--- src/rtl/mealy_fsm_decoder.sv ---
// Receive side of the 4-state Mealy line code: tracks encoder state, recovers x, deserialises MSB-first.
// Optional trailing even-parity symbol per word when DEC_PARITY_EN is defined.
module mealy_fsm_decoder #(
   parameter int WIDTH = 8
) (
   input  logic             clk,
   input  logic             reset,
   input  logic             sync,
   input  logic             in_valid,
   input  logic             in_bit,
   output logic             in_ready,
   output logic             out_valid,
   input  logic             out_ready,
   output logic [WIDTH-1:0] out_data,
   output logic             out_perr,
   output logic [1:0]       cur_state
);

`ifdef DEC_PARITY_EN
   localparam int LAST = WIDTH;
`else
   localparam int LAST = WIDTH - 1;
`endif
   localparam int CW = $clog2(LAST + 1);
   localparam logic [CW-1:0] LAST_C = CW'(LAST);

   typedef enum logic [1:0] {S0 = 2'd0, S1 = 2'd1, S2 = 2'd2, S3 = 2'd3} state_e;

   state_e           st_q, st_d, st_base, st_nxt;
   logic [CW-1:0]    cnt_q, cnt_d, cnt_base;
   logic [WIDTH-1:0] sh_q, sh_d, sh_base, shifted, word;
   logic             out_valid_q, out_valid_d;
   logic [WIDTH-1:0] out_data_q, out_data_d;
   logic             perr_d, perr_q;
   logic             x, accept, last;

   always_comb begin
      // sync realigns before the symbol of the same cycle is decoded
      st_base  = sync ? S0 : st_q;
      cnt_base = sync ? '0 : cnt_q;
      sh_base  = sync ? '0 : sh_q;

      x        = in_bit ^ ((st_base == S0) || (st_base == S3));
      in_ready = !out_valid_q || out_ready || (cnt_q != LAST_C);
      accept   = in_valid && in_ready;
      last     = (cnt_base == LAST_C);
      shifted  = WIDTH'({sh_base, x});

      case (st_base)
         S0:      st_nxt = x ? S1 : S2;
         S1:      st_nxt = x ? S3 : S2;
         S2:      st_nxt = x ? S3 : S1;
         default: st_nxt = x ? S2 : S0;
      endcase

`ifdef DEC_PARITY_EN
      word   = sh_base;
      perr_d = perr_q;
`else
      word   = shifted;
      perr_d = 1'b0;
`endif

      st_d        = st_base;
      cnt_d       = cnt_base;
      sh_d        = sh_base;
      out_valid_d = out_valid_q && !out_ready;
      out_data_d  = out_data_q;

      if (accept) begin
         st_d = st_nxt;
         if (last) begin
            cnt_d       = '0;
            sh_d        = '0;
            out_valid_d = 1'b1;
            out_data_d  = word;
`ifdef DEC_PARITY_EN
            perr_d      = (^sh_base) ^ x;
`endif
         end else begin
            cnt_d = cnt_base + CW'(1);
            sh_d  = shifted;
         end
      end
   end

   always_ff @(posedge clk or posedge reset) begin
      if (reset) begin
         st_q        <= S0;
         cnt_q       <= '0;
         sh_q        <= '0;
         out_valid_q <= 1'b0;
         out_data_q  <= '0;
         perr_q      <= 1'b0;
      end else begin
         st_q        <= st_d;
         cnt_q       <= cnt_d;
         sh_q        <= sh_d;
         out_valid_q <= out_valid_d;
         out_data_q  <= out_data_d;
         perr_q      <= perr_d;
      end
   end

   assign out_valid = out_valid_q;
   assign out_data  = out_data_q;
   assign out_perr  = perr_q;
   assign cur_state = st_q;

endmodule
--- config.mk ---
export PLATFORM = sky130hd
export DESIGN_NAME = mealy_fsm_decoder
export DESIGN_NICKNAME = d
export VERILOG_FILES = /design/src/rtl/mealy_fsm_decoder.sv
export SDC_FILE = /design/constraint.sdc
export NUM_CORES = 1
export LEC_CHECK = 0
export CAP_MARGIN = 20
export CELL_PAD_IN_SITES_DETAIL_PLACEMENT = 1
export CELL_PAD_IN_SITES_GLOBAL_PLACEMENT = 2
export CORE_ASPECT_RATIO = 0.5
export CORE_MARGIN = 4
export CORE_UTILIZATION = 28
export CTS_CLUSTER_SIZE = 40
export DETAILED_ROUTE_END_ITERATION = 6
export PLACE_DENSITY_LB_ADDON = 0.25
export SETUP_SLACK_MARGIN = 0.05
export SLEW_MARGIN = 20
export SYNTH_ARGS = -nofsm -noshare
export SYNTH_HDL_FRONTEND = slang
export SYNTH_SLANG_ARGS = --single-unit
--- constraint.sdc ---
create_clock -name clk -period 1.4 [get_ports clk]
set_input_delay 0.14 -clock clk [delete_from_list [all_inputs] [get_ports clk]]
set_output_delay 0.14 -clock clk [all_outputs]
set_load 0.01 [all_outputs]
==> flow_metrics.tcl, run 1 <==
set metrics [dict create \
    status "finished with violations" \
    failed_checks "negative setup slack" \
    vias 859 \
    fin_skew_ns 0.00446 \
    yosys_warnings 0 \
    p_switching_mw 0.341 \
    grt_max_degree 22 \
    placementRows 15 \
    port_buffers 17 \
    period_minus_slack_ns 1.41 \
    clock-sinks 21 \
    startpoint_type "flip-flop" \
    mostFrequentLayoutCell "nand2_1" \
    comb_power_share 0.170 \
    synth_edf_count 0 \
    seqPwrFrac 0.507 \
    drtIter0Drc 14 \
    cts.path.max_buffers 2 \
    postCtsHoldBufs 0 \
    post-route-drc-count 0 \
    vias_per_cell 4.54 \
    avgRoutedWirePerCell_microns 14.8 \
    dp_hpwl_microns 1690 \
    synth-main-ff-cell "dfrtp_1" \
    end_kind "flip-flop" \
    sw_frac_of_total 0.266 \
    io_pins 19 \
    drt_pass1_iterations 3 \
    clk_pin_slew_ns 0.08 \
    area_growth_pct 48.0 \
    first_global_vias 883 \
    p_leak_nw 0.674 \
    avgSynthCellArea_sq_um 9.69 \
    p_per_area_nw_per_um2 843 \
    finalCritPeriodShare 1.01 \
    crit_type "flip-flop to flip-flop" \
    die_area_sq_um 4760 \
    setup_viol 1 \
    antenna_found_initial 0 \
    clkPwrFrac 0.324 \
    path_max_fanout 6 \
    grt_pass1_wl_microns 4570 \
    final_net_count 147 \
    nFillCells 408 \
    n_antenna_cell 0 \
    grt-ovfl-total 0 \
    syn_area_sq_um 1030 \
    start_util 0.296 \
    track_usage 0.126 \
    startpoint "cnt_q[1]$_DFF_PP0_" \
    max_freq_ghz 0.709 \
    hold_violations 0 \
    p_int_mw 0.941 \
    syn_nets 114 \
    drt-total-wl_microns 2790 \
    cts-root-buf "clkbuf_8" \
    regArea_sq_um 527 \
    cts-buffers-inserted 3 \
    die_w_microns 93.7 \
    die_y_microns 50.8 \
    critPathRequiredTime_ns 1.59 \
    drv_cap 0 \
    synth_cell_types 27 \
    crit_arrival_ns 1.60 \
    ys_seq_elements 21 \
    worst_hold_slack_ns 0.211 \
    ir_drop_mv 0.346 \
    multi_input_area_sq_um 554 \
    pre_cts_ws_ns -0.316 \
    drive_gt1_frac 0.268 \
    cts_tree "done" \
    rsz0062_at_grt "true" \
    core-area_sq_um 3470 \
    final_cell_mix "24 x nand2_1, 20 x dfrtp_1, 12 x clkdlybuf4s50_1" \
    power_mw 1.28 \
    clkLatencyLatePin_ns 0.27 \
    holdCritPathClass "input port to asynchronous set/reset pin" \
    ant_nets 0 \
    r2r_start "cnt_q[1]$_DFF_PP0_" \
    async_reset_ff_frac 1.00 \
    ctsHtreeMaxLevel 1 \
    gp_congestion 0.666 \
    worst_slack_ns -0.0106 \
    ys_seq_area_frac 0.512 \
    synthCells 106 \
    drv_slew 0 \
]
## final cells by class
cell class / instances / share of cell area
clock buffer: 3 / 0.0272
clock inverter: 1 / 0.00329
inverter: 2 / 0.00494
multi-input combinational: 79 / 0.365
sequential: 21 / 0.347
tap: 51 / 0.0420
timing repair buffer: 32 / 0.212
## cell usage after synthesis (all sizes together), types with 2 or more instances
library cell | instances | share of area
o22ai | 2 | 0.012
nor2 | 2 | 0.0073
o21ai | 9 | 0.044
xnor2 | 2 | 0.017
a21oi | 7 | 0.034
nand3b | 7 | 0.051
ha | 2 | 0.024
o211ai | 2 | 0.019
buf | 5 | 0.035
inv | 2 | 0.0073
nand2b | 10 | 0.068
dfrtp | 21 | 0.51
nand2 | 24 | 0.088
nor2b | 3 | 0.018
## power by group through the flow
stage	Clock, mW	Sequential (mW)	Combinational (mW)
2_1_floorplan	0	0.663	0.0997
3_3_place_gp	0	0.667	0.170
3_5_place_dp	0	0.667	0.173
4_1_cts	0.428	0.649	0.200
5_1_grt	0.455	0.653	0.240
6_report	0.415	0.649	0.217
## flip-flops by register name, indices dropped and copies added, names as in the netlist
name       count
out_data       8
sh_q           7
cnt_q          3
cur_state      2
out_valid      1
## kinds of logic after synthesis
group / after synthesis / share of synthesized area
AND/OR/NAND/NOR: 49 / 0.256
AO/OA/AOI/OAI: 22 / 0.133
flip-flops: 21 / 0.512
buffers and inverters: 8 / 0.0463
XOR/XNOR: 3 / 0.0256
adder cells (fa/ha/maj): 2 / 0.0244
other: 1 / 0.00365
## stage by stage
stage           util  cell area [sq um]  std cells  setup TNS, ns
2_1_floorplan      -               1060        106              0
3_3_place_gp   0.382               1330        178          -3.06
3_5_place_dp   0.382               1330        178          -4.05
4_1_cts        0.406               1410        186        -0.0698
5_1_grt        0.438               1520        189         -0.182
6_report       0.438               1520        189        -0.0106
## critical path: stages (launching register included)
cell and delay (ns):
dfrtp_1 0.41, nor2b_4 0.15, ha_4 0.17, ha_4 0.19, buf_6 0.13, nand3b_1 0.15
a21oi_1 0.14
## worst paths after layout
kind	slack (ns)	endpoint	depth (start not counted)
setup / recovery	-0.01	sh_q[1]$_DFF_PP0_	6
hold / removal	0.21	sh_q[5]$_DFF_PP0_	3
setup reg to reg	-0.01	sh_q[1]$_DFF_PP0_	6
hold reg to reg	0.49	out_data[4]$_DFFE_PP0P_	2
max in group asynchronous	0.95	cur_state[0]$_DFF_PP0_	3
min in group clk	0.45	sh_q[5]$_DFF_PP0_	3
## per-layer routing
layer  track usage  wire (microns)  part of all wire  up-vias
met5             0               0                 0        -
met4        0.0288              23            0.0082        0
met3        0.0309              88             0.032        2
met2         0.221            1320              0.47       13
met1         0.159            1360              0.49      425
li1              -               -                 -      419
## what timing repair did
| item | in CTS | in global routing |
|---|---|---|
| gates cloned | 1 | 1 |
| setup buffers | 3 | 2 |
| pin swaps | 3 | 19 |
| gates resized for setup | 7 | 23 |
| setup endpoints to repair | 15 | 21 |
Power figures use the tool's default switching activity.
==> run 2: changes to the inputs <==
- CORE_UTILIZATION: 28 -> 29
- CTS_BUF_LIST: unset -> sky130_fd_sc_hd__clkbuf_2 sky130_fd_sc_hd__clkbuf_4 sky130_fd_sc_hd__clkbuf_8
==> flow_metrics.tcl, run 2 (synthesis results as in run 1) <==
set metrics [dict create \
    status "complete, no violations" \
    ir_drop_mv 0.371 \
    port_buffers 17 \
    die_w_microns 92.2 \
    final_net_count 149 \
    die_y_microns 50.1 \
    cp_num_buf_inv 1 \
    drt-total-wl_microns 2810 \
    p_leak_nw 0.728 \
    regArea_sq_um 527 \
    drtIter0Drc 23 \
    comb_power_share 0.162 \
    p_int_mw 0.932 \
    sw_frac_of_total 0.270 \
    cpPeakStageDelay_ns 0.40 \
    final_cell_mix "24 x nand2_1, 20 x dfrtp_1, 14 x buf_4" \
    rsz0062_at_grt "true" \
    slowest_stage "dfrtp_1" \
    cts_tree "done" \
    post-route-util 0.479 \
    r2r_slack_ns 0.02 \
    clock-sinks 21 \
    gp_congestion 0.765 \
    vias_per_cell 4.67 \
    grt-ovfl-total 0 \
    crit_arrival_ns 1.58 \
    holdCritPathClass "input port to asynchronous set/reset pin" \
    cp_common_cell "ha_4" \
    n_antenna_cell 0 \
    post-route-drc-count 0 \
    hold_violations 0 \
    placementRows 14 \
    instances_no_fill 188 \
    finalSetupTns_ns 0 \
    setup_viol 0 \
    drt_pass1_iterations 4 \
    path_depth 6 \
    avgRoutedWirePerCell_microns 14.9 \
    clk_pin_slew_ns 0.08 \
    mostFrequentLayoutCell "nand2_1" \
    max_freq_ghz 0.723 \
    die_area_sq_um 4620 \
    crit_type "flip-flop to flip-flop" \
    startpoint "cnt_q[0]$_DFF_PP0_" \
    largest_register_ffs 8 \
    path_cells "nor2b_4 -> ha_4 -> ha_4 -> buf_6 -> nand3b_1 -> a21oi_1" \
    ant_nets 0 \
    p_per_area_nw_per_um2 836 \
    period_minus_slack_ns 1.38 \
    vias 878 \
    cts-buffers-inserted 3 \
    startpoint_type "flip-flop" \
    p_switching_mw 0.344 \
    ctsHtreeMaxLevel 1 \
    nFillCells 376 \
    fin_skew_ns 0.00283 \
    track_usage 0.127 \
    clkLatencyLatePin_ns 0.27 \
    drv_cap 0 \
    cts-root-buf "clkbuf_8" \
    path_max_fanout 6 \
    r2r_start "cnt_q[0]$_DFF_PP0_" \
    antenna_found_initial 0 \
    clkPwrFrac 0.327 \
    drive_gt1_frac 0.264 \
    area_growth_pct 48.7 \
    cts.path.max_buffers 2 \
    start_util 0.322 \
    core-area_sq_um 3190 \
    reg2regPathDepth 6 \
    grt_max_degree 22 \
    cp_top_family "flip-flops" \
    grt_pass1_wl_microns 4500 \
    finalCritPeriodShare 0.988 \
    end_kind "flip-flop" \
    seqPwrFrac 0.511 \
    critPathRequiredTime_ns 1.60 \
    io_pins 19 \
    first_global_vias 861 \
    dp_hpwl_microns 1730 \
    multi_input_area_sq_um 564 \
    drv_slew 0 \
    post-place-cells 176 \
]
[run 2: final timing paths]
check	endpoint
setup / recovery	sh_q[2]$_DFF_PP0_
setup reg to reg	sh_q[2]$_DFF_PP0_
min in group clk	out_data[7]$_DFFE_PP0P_
hold reg to reg	out_data[7]$_DFFE_PP0P_
max in group asynchronous	cur_state[0]$_DFF_PP0_
hold / removal	out_data[2]$_DFFE_PP0P_
[run 2: layer usage]
layer / part of all wire / vias up / GRT usage
met3: 0.037 / 2 / 0.0410
met5: 0 / - / 0
li1: - / 424 / -
met4: 0.0021 / 0 / 0.0369
met1: 0.49 / 434 / 0.169
met2: 0.47 / 18 / 0.198
[run 2: power by group through the flow]
stage	Clock (mW)	Sequential (mW)	Combinational (mW)
finish	0.418	0.652	0.207
detailed placement	0	0.667	0.176
floorplan	0	0.663	0.0997
global placement	0	0.667	0.172
CTS	0.425	0.653	0.195
global route	0.459	0.656	0.225
[run 2: timing repair]
item / CTS / global route
cloned: 1 / 1
setup buffers: 1 / 5
pin swaps: 2 / 19
hold buffers: 0 / 0
gates resized for setup: 14 / 20
setup endpoints to repair: 13 / 20
[run 2: stage by stage]
stage	setup WS (ns)	hold slack (ns)	instance area [sq um]	power, mW
6_report	0.0174	0.207	1530	1.28
4_1_cts	0.0478	0.216	1430	1.27
2_1_floorplan	0.0734	0.117	1060	0.763
5_1_grt	-0.0381	0.249	1530	1.34
3_5_place_dp	-0.304	0.474	1330	0.842
3_3_place_gp	-0.223	0.465	1330	0.839
[run 2: area by class of cell]
type,instances,area share
clock buffer,3,0.0270
clock inverter,1,0.00328
inverter,2,0.00491
multi-input combinational,79,0.369
sequential,21,0.345
tap,48,0.0393
timing repair buffer,34,0.211
[run 2: worst min-delay path, stage by stage]
cell and delay, ns:
clkdlybuf4s50_1 0.39, inv_1 0.05, buf_4 0.28
